$ cat src/rtl/debug_ram_pkg.sv
// Shared definitions for port-A writers of the 1024x8 VGA debug RAM.
package debug_ram_pkg;

  localparam int unsigned DBG_RAM_ADDR_W = 10;
  localparam int unsigned DBG_RAM_DEPTH  = 1024;
  localparam int unsigned DBG_RAM_COLS   = 16;
  localparam int unsigned DBG_RAM_DATA_W = 8;

  // Port-A writer control states
  typedef enum logic [1:0] {
    DBG_WR_CLEAR = 2'd0,
    DBG_WR_RUN   = 2'd1,
    DBG_WR_FULL  = 2'd2
  } dbg_wr_state_e;

endpackage : debug_ram_pkg

$ cat src/rtl/debug_ram_wr.sv
// Sequential byte-stream writer for debug RAM port A with clear sweep.
// Build option: define DEBUG_RAM_WR_WRAP_EN for a circular log that keeps
// writing after full; otherwise the writer stops when the RAM is full.
module debug_ram_wr
  import debug_ram_pkg::*;
#(
  parameter int unsigned       ADDR_W    = DBG_RAM_ADDR_W,
  parameter int unsigned       DATA_W    = DBG_RAM_DATA_W,
  parameter logic [DATA_W-1:0] CLEAR_VAL = '0
) (
  input  logic              clk,
  input  logic              rst_n,
  input  logic              in_valid,
  input  logic [DATA_W-1:0] in_data,
  output logic              in_ready,
  input  logic              clear_req,
  output logic              ram_en_a,
  output logic [ADDR_W-1:0] ram_addr_a,
  output logic [DATA_W-1:0] ram_data_a,
  output logic              clearing,
  output logic              full,
  output logic              overflow,
  output logic [ADDR_W:0]   wr_count
);

  localparam int unsigned CNT_W    = ADDR_W + 1;
  localparam int unsigned DEPTH    = 2 ** ADDR_W;
  localparam logic [ADDR_W-1:0] ADDR_MAX = ADDR_W'(DEPTH - 1);
  localparam logic [CNT_W-1:0]  CNT_MAX  = CNT_W'(DEPTH);
  localparam logic [CNT_W-1:0]  CNT_LAST = CNT_W'(DEPTH - 1);

  dbg_wr_state_e     state, state_nxt;
  logic [ADDR_W-1:0] clr_ptr, clr_ptr_nxt;
  logic [ADDR_W-1:0] wr_ptr, wr_ptr_nxt;
  logic [CNT_W-1:0]  wr_count_nxt;
  logic              full_nxt, overflow_nxt, clearing_nxt;
  logic              ram_en_nxt;
  logic [ADDR_W-1:0] ram_addr_nxt;
  logic [DATA_W-1:0] ram_data_nxt;
  logic              sweep_last_on_port;

  // The last sweep write is on the port: leave CLEAR only after it is issued
  assign sweep_last_on_port = ram_en_a && (ram_addr_a == ADDR_MAX);

  // State and registered outputs
  always_ff @(posedge clk or negedge rst_n) begin
    if (!rst_n) begin
      state      <= DBG_WR_CLEAR;
      clr_ptr    <= '0;
      wr_ptr     <= '0;
      wr_count   <= '0;
      full       <= 1'b0;
      overflow   <= 1'b0;
      clearing   <= 1'b1;
      ram_en_a   <= 1'b0;
      ram_addr_a <= '0;
      ram_data_a <= '0;
    end else begin
      state      <= state_nxt;
      clr_ptr    <= clr_ptr_nxt;
      wr_ptr     <= wr_ptr_nxt;
      wr_count   <= wr_count_nxt;
      full       <= full_nxt;
      overflow   <= overflow_nxt;
      clearing   <= clearing_nxt;
      ram_en_a   <= ram_en_nxt;
      ram_addr_a <= ram_addr_nxt;
      ram_data_a <= ram_data_nxt;
    end
  end

  // Next-state, port mux and combinational ready
  always_comb begin
    state_nxt    = state;
    clr_ptr_nxt  = clr_ptr;
    wr_ptr_nxt   = wr_ptr;
    wr_count_nxt = wr_count;
    full_nxt     = full;
    overflow_nxt = overflow;
    ram_en_nxt   = 1'b0;
    ram_addr_nxt = ram_addr_a;
    ram_data_nxt = ram_data_a;
    in_ready     = 1'b0;

    case (state)
      DBG_WR_CLEAR: begin
        if (sweep_last_on_port) begin
          state_nxt    = DBG_WR_RUN;
          wr_ptr_nxt   = '0;
          wr_count_nxt = '0;
          full_nxt     = 1'b0;
          overflow_nxt = 1'b0;
        end else begin
          ram_en_nxt   = 1'b1;
          ram_addr_nxt = clr_ptr;
          ram_data_nxt = CLEAR_VAL;
          clr_ptr_nxt  = clr_ptr + ADDR_W'(1);
        end
      end

      DBG_WR_RUN: begin
        in_ready = ~clear_req;
        if (clear_req) begin
          state_nxt   = DBG_WR_CLEAR;
          clr_ptr_nxt = '0;
        end else if (in_valid) begin
          ram_en_nxt   = 1'b1;
          ram_addr_nxt = wr_ptr;
          ram_data_nxt = in_data;
          wr_ptr_nxt   = wr_ptr + ADDR_W'(1);
          if (wr_count != CNT_MAX) begin
            wr_count_nxt = wr_count + CNT_W'(1);
          end
`ifdef DEBUG_RAM_WR_WRAP_EN
          if (full) begin
            overflow_nxt = 1'b1;
          end
          if (wr_count == CNT_LAST) begin
            full_nxt = 1'b1;
          end
`else
          if (wr_count == CNT_LAST) begin
            full_nxt  = 1'b1;
            state_nxt = DBG_WR_FULL;
          end
`endif
        end
      end

      DBG_WR_FULL: begin
        if (in_valid) begin
          overflow_nxt = 1'b1;
        end
        if (clear_req) begin
          state_nxt   = DBG_WR_CLEAR;
          clr_ptr_nxt = '0;
        end
      end

      default: begin
        state_nxt   = DBG_WR_CLEAR;
        clr_ptr_nxt = '0;
      end
    endcase

    clearing_nxt = (state_nxt == DBG_WR_CLEAR);
  end

endmodule : debug_ram_wr

$ cat config.mk
export PLATFORM = sky130hd
export DESIGN_NAME = debug_ram_wr
export DESIGN_NICKNAME = d
export VERILOG_FILES = /design/src/rtl/debug_ram_pkg.sv /design/src/rtl/debug_ram_wr.sv
export SDC_FILE = /design/constraint.sdc
export NUM_CORES = 1
export LEC_CHECK = 0
export ABC_CLOCK_PERIOD_IN_PS = 5450
export BUFFER_PORTS_ARGS = -buffer_cell sky130_fd_sc_hd__buf_4
export CELL_PAD_IN_SITES_DETAIL_PLACEMENT = 1
export CELL_PAD_IN_SITES_GLOBAL_PLACEMENT = 1
export CORE_ASPECT_RATIO = 0.75
export CORE_MARGIN = 2
export CORE_UTILIZATION = 40
export CTS_BUF_LIST = sky130_fd_sc_hd__clkbuf_4 sky130_fd_sc_hd__clkbuf_8 sky130_fd_sc_hd__clkbuf_16
export CTS_CLUSTER_SIZE = 20
export DETAILED_ROUTE_END_ITERATION = 6
export PLACE_DENSITY_LB_ADDON = 0.3
export SYNTH_ARGS = -nofsm -noshare
export SYNTH_HDL_FRONTEND = slang
export SYNTH_SLANG_ARGS = --single-unit
$ cat constraint.sdc
create_clock -name clk -period 5.45 [get_ports clk]
set_input_delay 0.8175 -clock clk [delete_from_list [all_inputs] [get_ports clk]]
set_output_delay 0.8175 -clock clk [all_outputs]
set_load 0.01 [all_outputs]
==> flow_metrics.py, run 1 <==
metrics = {
    "sta": {
        "skew_ps": 14.9,
        "fin_setup_tns_ps": 0,
        "report.final.slew_viol_count": 0,
        "period_minus_slack_ps": 2990,
        "hold_viol": 0,
        "slew_headroom_pct": 16.2,
        "setup_violations": 0,
        "tightest_slew_ps": 1250,
        "fin_crit_sh_pct": 54.9,
        "fmax_mhz": 334,
        "rsz0062_at_grt": "no",
    },
    "critical_path": {
        "cp_max_fo": 31,
        "cp-start-kind": "flip-flop",
        "critPathKind": "reg2reg",
        "rr_worst_depth": 7,
        "critical_path.endpoint_type": "flip-flop",
        "critPathRequiredTime_ps": 5690,
        "arrival_ps": 3230,
    },
    "placed_design": {
        "gp_congestion": 0.786,
        "hpwl_um": 6030,
        "port_buffers": 45,
    },
    "clocking": {
        "clk_latency_ps": 310,
        "cts_buffer_depth": 2,
        "post_cts_resized": 0,
        "clock-sinks": 55,
        "cts_hold_buf": 0,
        "cts_buffers": 5,
        "cts_tree": "yes",
        "path_clk_slew_ps": 110,
        "post_cts_buffers": 0,
        "cts-root-buf": "clkbuf_8",
        "htree_levels": 2,
    },
    "drt": {
        "via_per_inst": 5.76,
        "wirelength_um": 8660,
        "antenna_left": 0,
        "drt_iter0_drc": 148,
        "drc": 0,
        "wire_per_inst_um": 18.8,
        "num_vias": 2654,
        "dr.pass1.iters": 4,
    },
    "final_layout": {
        "syn_to_final_growth_pct": 16.1,
        "diodes": 0,
        "nNetsFinal": 379,
        "final_cell_mix": "dfrtp_1, buf_4, a21oi_1",
        "fillers": 883,
        "drive_gt1_share_pct": 17.5,
        "postLayoutCoreUtil_pct": 47.9,
        "final_common_cell": "dfrtp_1",
    },
    "yosys": {
        "synth_area_sq_um": 3040,
        "yosysWarnings": 0,
        "yosysTopAreaCellShare_pct": 44.5,
        "ys_seq_area_share_pct": 45.3,
        "ys_seq_elements": 55,
        "yosys.area.top_type": "dfrtp_1",
        "synth_nets": 342,
        "synth-main-ff-cell": "dfrtp_1",
        "async_flop_share_pct": 100,
        "syn_inst": 322,
        "ys_types": 41,
        "synth_edf_count": 0,
        "synthTopCellsByArea": "dfrtp_1, mux2i_1, a21oi_1, nand2_1, ha_1",
        "post_synth.cell_area_avg_sq_um": 9.43,
    },
    "global_route": {
        "grt_usage_pct": 22.2,
        "grt_pass1_wl_um": 14700,
        "grt_pass1_vias": 2753,
        "grt_start_max_net_pins": 56,
        "gr-total-overflow": 0,
        "antenna_found_initial": 0,
    },
    "floorplanning": {
        "row_count": 27,
        "die_h_um": 79.5,
        "io_pins": 46,
        "initial_core_util_pct": 41.3,
        "die_area_sq_um": 8310,
        "coreArea_sq_um": 7360,
        "die_w_um": 105,
    },
    "power": {
        "ir_drop_v": 0.0000970,
        "p_sw_share_pct": 22.8,
        "powerDensity_nw_per_um2": 187,
        "comb_power_share_pct": 2.4,
        "intPower_mw": 0.509,
        "power_switching_mw": 0.150,
        "p_leak_nw": 1.63,
        "p_clk_share_pct": 35.7,
        "p_seq_share_pct": 61.9,
    },
    "min_path": {
        "hold_class": "reg2reg",
        "hold_depth": 2,
    },
    "status": {
        "status": "finished, final reports clean",
    },
    "run": {
        "drv_cap": 0,
    },
}
==> cell families (layout without fill, tap and decap cells) <==
| logic type | after synthesis | count (layout) | synth area share, % |
|---|---|---|---|
| AND/OR/NAND/NOR | 114 | 114 | 20.3 |
| AO/OA/AOI/OAI | 83 | 83 | 17.2 |
| buffers and inverters | 34 | 72 | 4.65 |
| flip-flops | 55 | 55 | 45.3 |
| adder cells (fa/ha/maj) | 8 | 8 | 3.30 |
| multiplexers | 28 | 28 | 9.23 |
==> Yosys cell counts (3+ instances only) <==
cell type and number:
o21ai_0 9, nor3_1 4, nand3_1 13, or2_2 3, or4_1 7, nand4_1 9
nand2_1 32, and2_1 5, nor2_1 11, inv_1 16, nor2b_1 3, ha_1 8
nand2b_1 9, o31ai_1 13, a31o_2 3, a31oi_1 5, dfrtp_1 54, nand4b_1 4
clkbuf_1 6, mux2i_1 28, buf_2 11, and3_1 5, o41ai_1 5, a21oi_1 39
==> worst max-delay path, cell delays in order (launching register included) <==
cell and delay [ps]:
dfrtp_1 430, inv_1 90, ha_1 180, buf_4 360, nand3b_1 200, nand2_1 530, and2_1 840, mux2i_1 270
==> layout make-up <==
| cell class | instances | area (sq um) | share of cell area, % |
|---|---|---|---|
| multi-input combinational | 233 | 1520 | 43.0 |
| sequential | 55 | 1380 | 39.0 |
| timing repair buffer | 47 | 353 | 10.0 |
| tap | 101 | 126 | 3.58 |
| clock buffer | 6 | 76.3 | 2.16 |
| inverter | 17 | 63.8 | 1.81 |
| clock inverter | 2 | 12.5 | 0.355 |
==> sequential cells by signal, indices dropped and copies added (netlist names) <==
signal / flops
clearing: 1
clr_ptr: 10
full: 1
overflow: 1
ram_addr_a: 10
ram_data_a: 8
ram_en_a: 1
state: 2
wr_count: 11
wr_ptr: 10
==> worst paths after layout <==
| kind | slack, ps | to | from |
|---|---|---|---|
| setup / recovery | 2460 | ram_data_a[4] | state[1] |
| hold / removal | 530 | ram_data_a[2] | ram_data_a[2] |
| setup reg to reg | 2460 | ram_data_a[4] | state[1] |
| hold reg to reg | 530 | ram_data_a[2] | ram_data_a[2] |
| max in group asynchronous | 4420 | wr_ptr[3] | rst_n |
| min in group asynchronous | 560 | clr_ptr[9] | rst_n |
==> power by group through the flow <==
stage               Sequential, mW  Clock [mW]  Combinational, mW
finish                       0.408       0.236             0.0157
global route                 0.408       0.258             0.0181
CTS                          0.408       0.241             0.0164
detailed placement           0.416           0             0.0165
global placement             0.416           0             0.0163
floorplan                    0.416           0           0.000661
==> per-stage QoR <==
step           hold WS, ps  worst slack (ps)  cell area, sq um  power (mW)  instances
5_1_grt                557              2200              3530       0.684        461
3_3_place_gp           510              2620              3440       0.432        453
6_report               529              2460              3530       0.659        461
2_1_floorplan          502              3470              3040       0.417        322
4_1_cts                536              2460              3530       0.665        461
3_5_place_dp           514              2500              3440       0.432        453
==> layer usage <==
layer	vias to the layer above	share of wire (%)	GRT usage, %
met5	-	0	0
met1	1350	48	31.9
li1	1253	-	-
met2	47	48	36.7
met4	0	0.39	2.93
met3	4	3.3	3.35
Power figures use the tool's default switching activity.
==> inputs of run 2 (changes only) <==
Settings changed: ABC_CLOCK_PERIOD_IN_PS 5450 to 3100.
Clock period 5.45 ns to 3.1 ns, I/O delays scaled along.
==> run 2 against run 1 <==
- clock power is 81% higher
- first-iteration DRC count shrank 35%
- combinational power up 71%
- critical path type unchanged
- sequential power up 76%
- hold slack got worse by 340 ps
- wire length shrank 3.1%
- utilization rose by 0.68 points
- non-clock buffer count up 6
- global-route usage shrank 1.3 points
- final area increased by 1.4%
- total power is 77% higher
==> flow_metrics.py, run 2 (synthesis gave the netlist of run 1 again) <==
metrics = {
    "status": {
        "status": "finished, final reports clean",
    },
    "sta": {
        "setup_ws_ps": 793,
        "slew_headroom_pct": 50.5,
        "setup_violations": 0,
        "rsz0062_at_grt": "no",
        "period_minus_slack_ps": 2310,
        "fin_setup_tns_ps": 0,
        "report.final.slew_viol_count": 0,
        "tightest_slew_ps": 736,
        "hold_viol": 0,
        "skew_ps": 10.7,
        "fin_crit_sh_pct": 74.4,
        "fmax_mhz": 433,
    },
    "final_layout": {
        "largest_reg_flops": 11,
        "diodes": 0,
        "final_cell_mix": "dfrtp_1, buf_4, a21oi_1",
        "regMostFlops": "wr_count",
        "final_common_cell": "dfrtp_1",
        "postLayoutCoreUtil_pct": 48.6,
        "drive_gt1_share_pct": 18.9,
        "syn_to_final_growth_pct": 17.8,
        "nNetsFinal": 385,
    },
    "global_route": {
        "grt_start_max_net_pins": 56,
        "gr-total-overflow": 0,
        "antenna_found_initial": 0,
        "grt_usage_pct": 20.9,
        "grt_pass1_vias": 2683,
        "grt_pass1_wl_um": 13900,
    },
    "critical_path": {
        "worstPathCellList": "inv_1 -> ha_1 -> nand3b_1 -> a2111o_1 -> or4_1 -> a21oi_1",
        "worst-path-buf-inv": 1,
        "crit_path_max_incr_delay_ps": 470,
        "crit_path_top_delay_cell": "a2111o_1",
        "startpoint": "state[1]",
        "cp-start-kind": "flip-flop",
        "rr_startpoint": "state[1]",
        "critical_path.endpoint_type": "flip-flop",
        "cp_top_family": "simple AND/OR/NAND/NOR gates",
        "arrival_ps": 2560,
        "critPathKind": "reg2reg",
        "cp_max_fo": 15,
        "critPathRequiredTime_ps": 3350,
    },
    "floorplanning": {
        "coreArea_sq_um": 7360,
        "row_count": 27,
        "initial_core_util_pct": 41.3,
        "die_w_um": 105,
        "io_pins": 46,
        "die_area_sq_um": 8310,
        "die_h_um": 79.5,
    },
    "clocking": {
        "clk_latency_ps": 320,
        "path_clk_slew_ps": 110,
        "post_cts_resized": 0,
        "cts_tree": "yes",
        "cts_hold_buf": 0,
        "clock-sinks": 55,
        "cts_buffers": 5,
        "cts-root-buf": "clkbuf_8",
        "cts_buffer_depth": 2,
        "post_cts_buffers": 0,
        "htree_levels": 2,
    },
    "run": {
        "drv_cap": 0,
    },
    "power": {
        "power.total_mw": 1.17,
        "p_leak_nw": 1.66,
        "powerDensity_nw_per_um2": 327,
        "ir_drop_v": 0.000162,
    },
    "drt": {
        "num_vias": 2706,
        "wirelength_um": 8390,
        "antenna_left": 0,
        "drc": 0,
        "via_per_inst": 5.79,
        "dr.pass1.iters": 4,
        "wire_per_inst_um": 18.0,
        "drt_iter0_drc": 96,
    },
    "placed_design": {
        "place_ws_ps": 818,
        "port_buffers": 45,
        "gp_congestion": 0.807,
        "hpwl_um": 6020,
    },
    "min_path": {
        "hold_class": "in2async",
    },
}
## run 2: power by group
part / internal (mW) / switching, mW / total (mW)
sequential: 0.717 / 0 / 0.717
combinational: 0.00967 / 0.0173 / 0.0269
clock: 0.162 / 0.263 / 0.426
## run 2: final cells by class
class                      instances  area [sq um]
inverter                          17          63.8
timing repair buffer              53           398
clock buffer                       5          68.8
sequential                        55          1380
multi-input combinational        233          1520
fill                             866          3790
clock inverter                     3          25.0
tap                              101           126
## run 2: path summary, 6_finish.rpt
check | end | slack (ps) | cells after the start
worst max register to register | wr_count[9] | 790 | 6
worst min register to register | ram_data_a[6] | 520 | 2
min in group clk | ram_data_a[5] | 390 | 3
worst max-delay path | wr_count[9] | 790 | 6
worst min-delay path | ram_addr_a[9] | 190 | 1
max in group asynchronous | wr_count[0] | 2440 | 1
## run 2: worst register-to-register path: stages, from the launching register on
cell	delay (ps)
dfrtp_1	420
inv_1	100
ha_1	460
nand3b_1	200
a2111o_1	470
or4_1	430
a21oi_1	150
## run 2: layer usage
layer | part of all wire, % | track usage (%) | up-vias | wire [um]
met5 | 0 | 0 | - | 0
met4 | 0.73 | 4.80 | 0 | 61
met3 | 4.3 | 3.76 | 8 | 363
met2 | 45 | 32.8 | 53 | 3790
met1 | 50 | 30.3 | 1375 | 4180
li1 | - | - | 1270 | -
## run 2: per-stage QoR
stage	cell area (sq um)	instances	hold slack, ps
global route	3580	467	236
global placement	3480	459	506
finish	3580	467	188
CTS	3580	467	217
floorplan	3040	322	169
detailed placement	3480	459	511
==> inputs of run 3 (changes only) <==
Settings changed: ABC_CLOCK_PERIOD_IN_PS 3100 to 2200.
Clock period 3.1 ns to 2.2 ns, I/O delays scaled along.
==> run 3 against run 2 <==
- clock-buffer cell count is 3 higher
- largest power group unchanged
- critical path type unchanged
- wire length is 5.1% higher
- register-to-register slack got worse by 740 ps
- utilization is 2.3 points higher
- die area stayed put
- sequential share of layout area down 1.7 points
==> flow_metrics.py, run 3 (synthesis gave the netlist of run 1 again) <==
metrics = {
    "status": {
        "status": "finished, final reports clean",
    },
    "clocking": {
        "cts_buffer_depth": 2,
        "clk_latency_ps": 320,
        "cts_buffers": 5,
        "path_clk_slew_ps": 100,
        "htree_levels": 2,
        "cts-root-buf": "clkbuf_8",
        "cts_tree": "yes",
        "clock-sinks": 55,
    },
    "sta": {
        "period_minus_slack_ps": 2140,
        "report.final.slew_viol_count": 0,
        "hold_viol": 0,
        "holdWs_ps": 53.2,
        "fmax_mhz": 466,
        "fin_crit_sh_pct": 97.5,
        "setup_violations": 0,
        "rsz0062_at_grt": "yes",
        "tightest_slew_ps": 722,
        "skew_ps": 14.0,
        "slew_headroom_pct": 51.9,
    },
    "run": {
        "drv_cap": 0,
    },
    "placed_design": {
        "dp.cells": 471,
        "port_buffers": 45,
        "gp_congestion": 0.821,
        "hpwl_um": 6290,
    },
    "critical_path": {
        "critical_path.endpoint_type": "flip-flop",
        "critPathRequiredTime_ps": 2430,
        "arrival_ps": 2380,
        "critPathKind": "reg2reg",
        "cp-start-kind": "flip-flop",
        "cp_max_fo": 16,
    },
    "global_route": {
        "grt_pass1_vias": 2848,
        "grt_start_max_net_pins": 56,
        "grt_usage_pct": 22.4,
        "antenna_found_initial": 0,
        "gr-total-overflow": 0,
        "grt_pass1_wl_um": 14900,
    },
    "power": {
        "p_leak_nw": 1.75,
        "ir_drop_v": 0.000230,
        "power.total_mw": 1.69,
        "powerDensity_nw_per_um2": 451,
    },
    "drt": {
        "wirelength_um": 8830,
        "drt_iter0_drc": 108,
        "wire_per_inst_um": 18.3,
        "dr.pass1.iters": 6,
        "antenna_left": 0,
        "drc": 0,
        "num_vias": 2773,
        "via_per_inst": 5.75,
    },
    "final_layout": {
        "regMostFlops": "wr_count",
        "syn_to_final_growth_pct": 23.3,
        "diodes": 0,
        "nNetsFinal": 400,
        "drive_gt1_share_pct": 23.1,
        "largest_reg_flops": 11,
        "final_common_cell": "buf_4",
        "final_cell_mix": "buf_4, dfrtp_1, a21oi_1",
        "fin_cells": 482,
    },
    "floorplanning": {
        "row_count": 27,
        "die_w_um": 105,
        "io_pins": 46,
        "die_h_um": 79.5,
        "initial_core_util_pct": 41.3,
        "die_area_sq_um": 8310,
        "coreArea_sq_um": 7360,
    },
    "min_path": {
        "hold_class": "in2async",
    },
}
run 3: power breakdown:
part           total, mW  switching [mW]  leakage [nW]  internal, mW
sequential          1.01               0         0.704          1.01
combinational     0.0385          0.0249         0.993        0.0136
clock              0.642           0.341        0.0549         0.301
run 3: final timing paths:
check	startpoint	to	slack, ps	cells past startpoint
setup / recovery	state[1]	wr_count[1]	60	9
min in group clk	in_data[0]	ram_data_a[0]	270	3
hold / removal	rst_n	ram_addr_a[9]	50	1
hold reg to reg	ram_data_a[2]	ram_data_a[2]	530	2
setup reg to reg	state[1]	wr_count[1]	60	9
max in group asynchronous	rst_n	wr_count[1]	1650	1
run 3: routing by layer:
layer	global-route usage (%)	vias to the layer above	share of wire, %
met5	0	-	0
met4	6.27	0	1.5
met3	3.76	12	3.8
met2	33.9	56	44
met1	33.0	1404	51
li1	-	1301	-
run 3: area by class of cell:
cell class | count | area [sq um]
Clock buffer | 8 | 104
Tap cell | 101 | 126
Sequential cell | 55 | 1380
Fill cell | 890 | 3620
Inverter | 17 | 63.8
Timing Repair Buffer | 68 | 531
Multi-Input combinational cell | 233 | 1540
run 3: per-stage QoR:
stage	TNS, ps	area [sq um]	util, %	setup WS (ps)
after floorplan	0	3040	-	335
after global placement	0	3590	48.7	39.6
after detailed placement	-450	3590	48.7	-125
after CTS	0	3700	50.3	0.399
after global routing	-196	3740	50.8	-68.4
final	0	3740	50.8	55.1
run 3: timing repair:
item,in CTS,in global routing
setup buffers,1,2
setup endpoints to repair,6,10
hold buffers,0,0
pin swaps,1,2
gates resized for setup,1,6
run 3: worst max-delay path, cell delays in order (launching register included):
cell and delay (ps):
dfrtp_1 400, inv_1 80, ha_1 160, buf_4 120, buf_8 140, buf_4 270, nor4b_1 310, nand4_1 150
nand3_1 210, mux2i_1 220
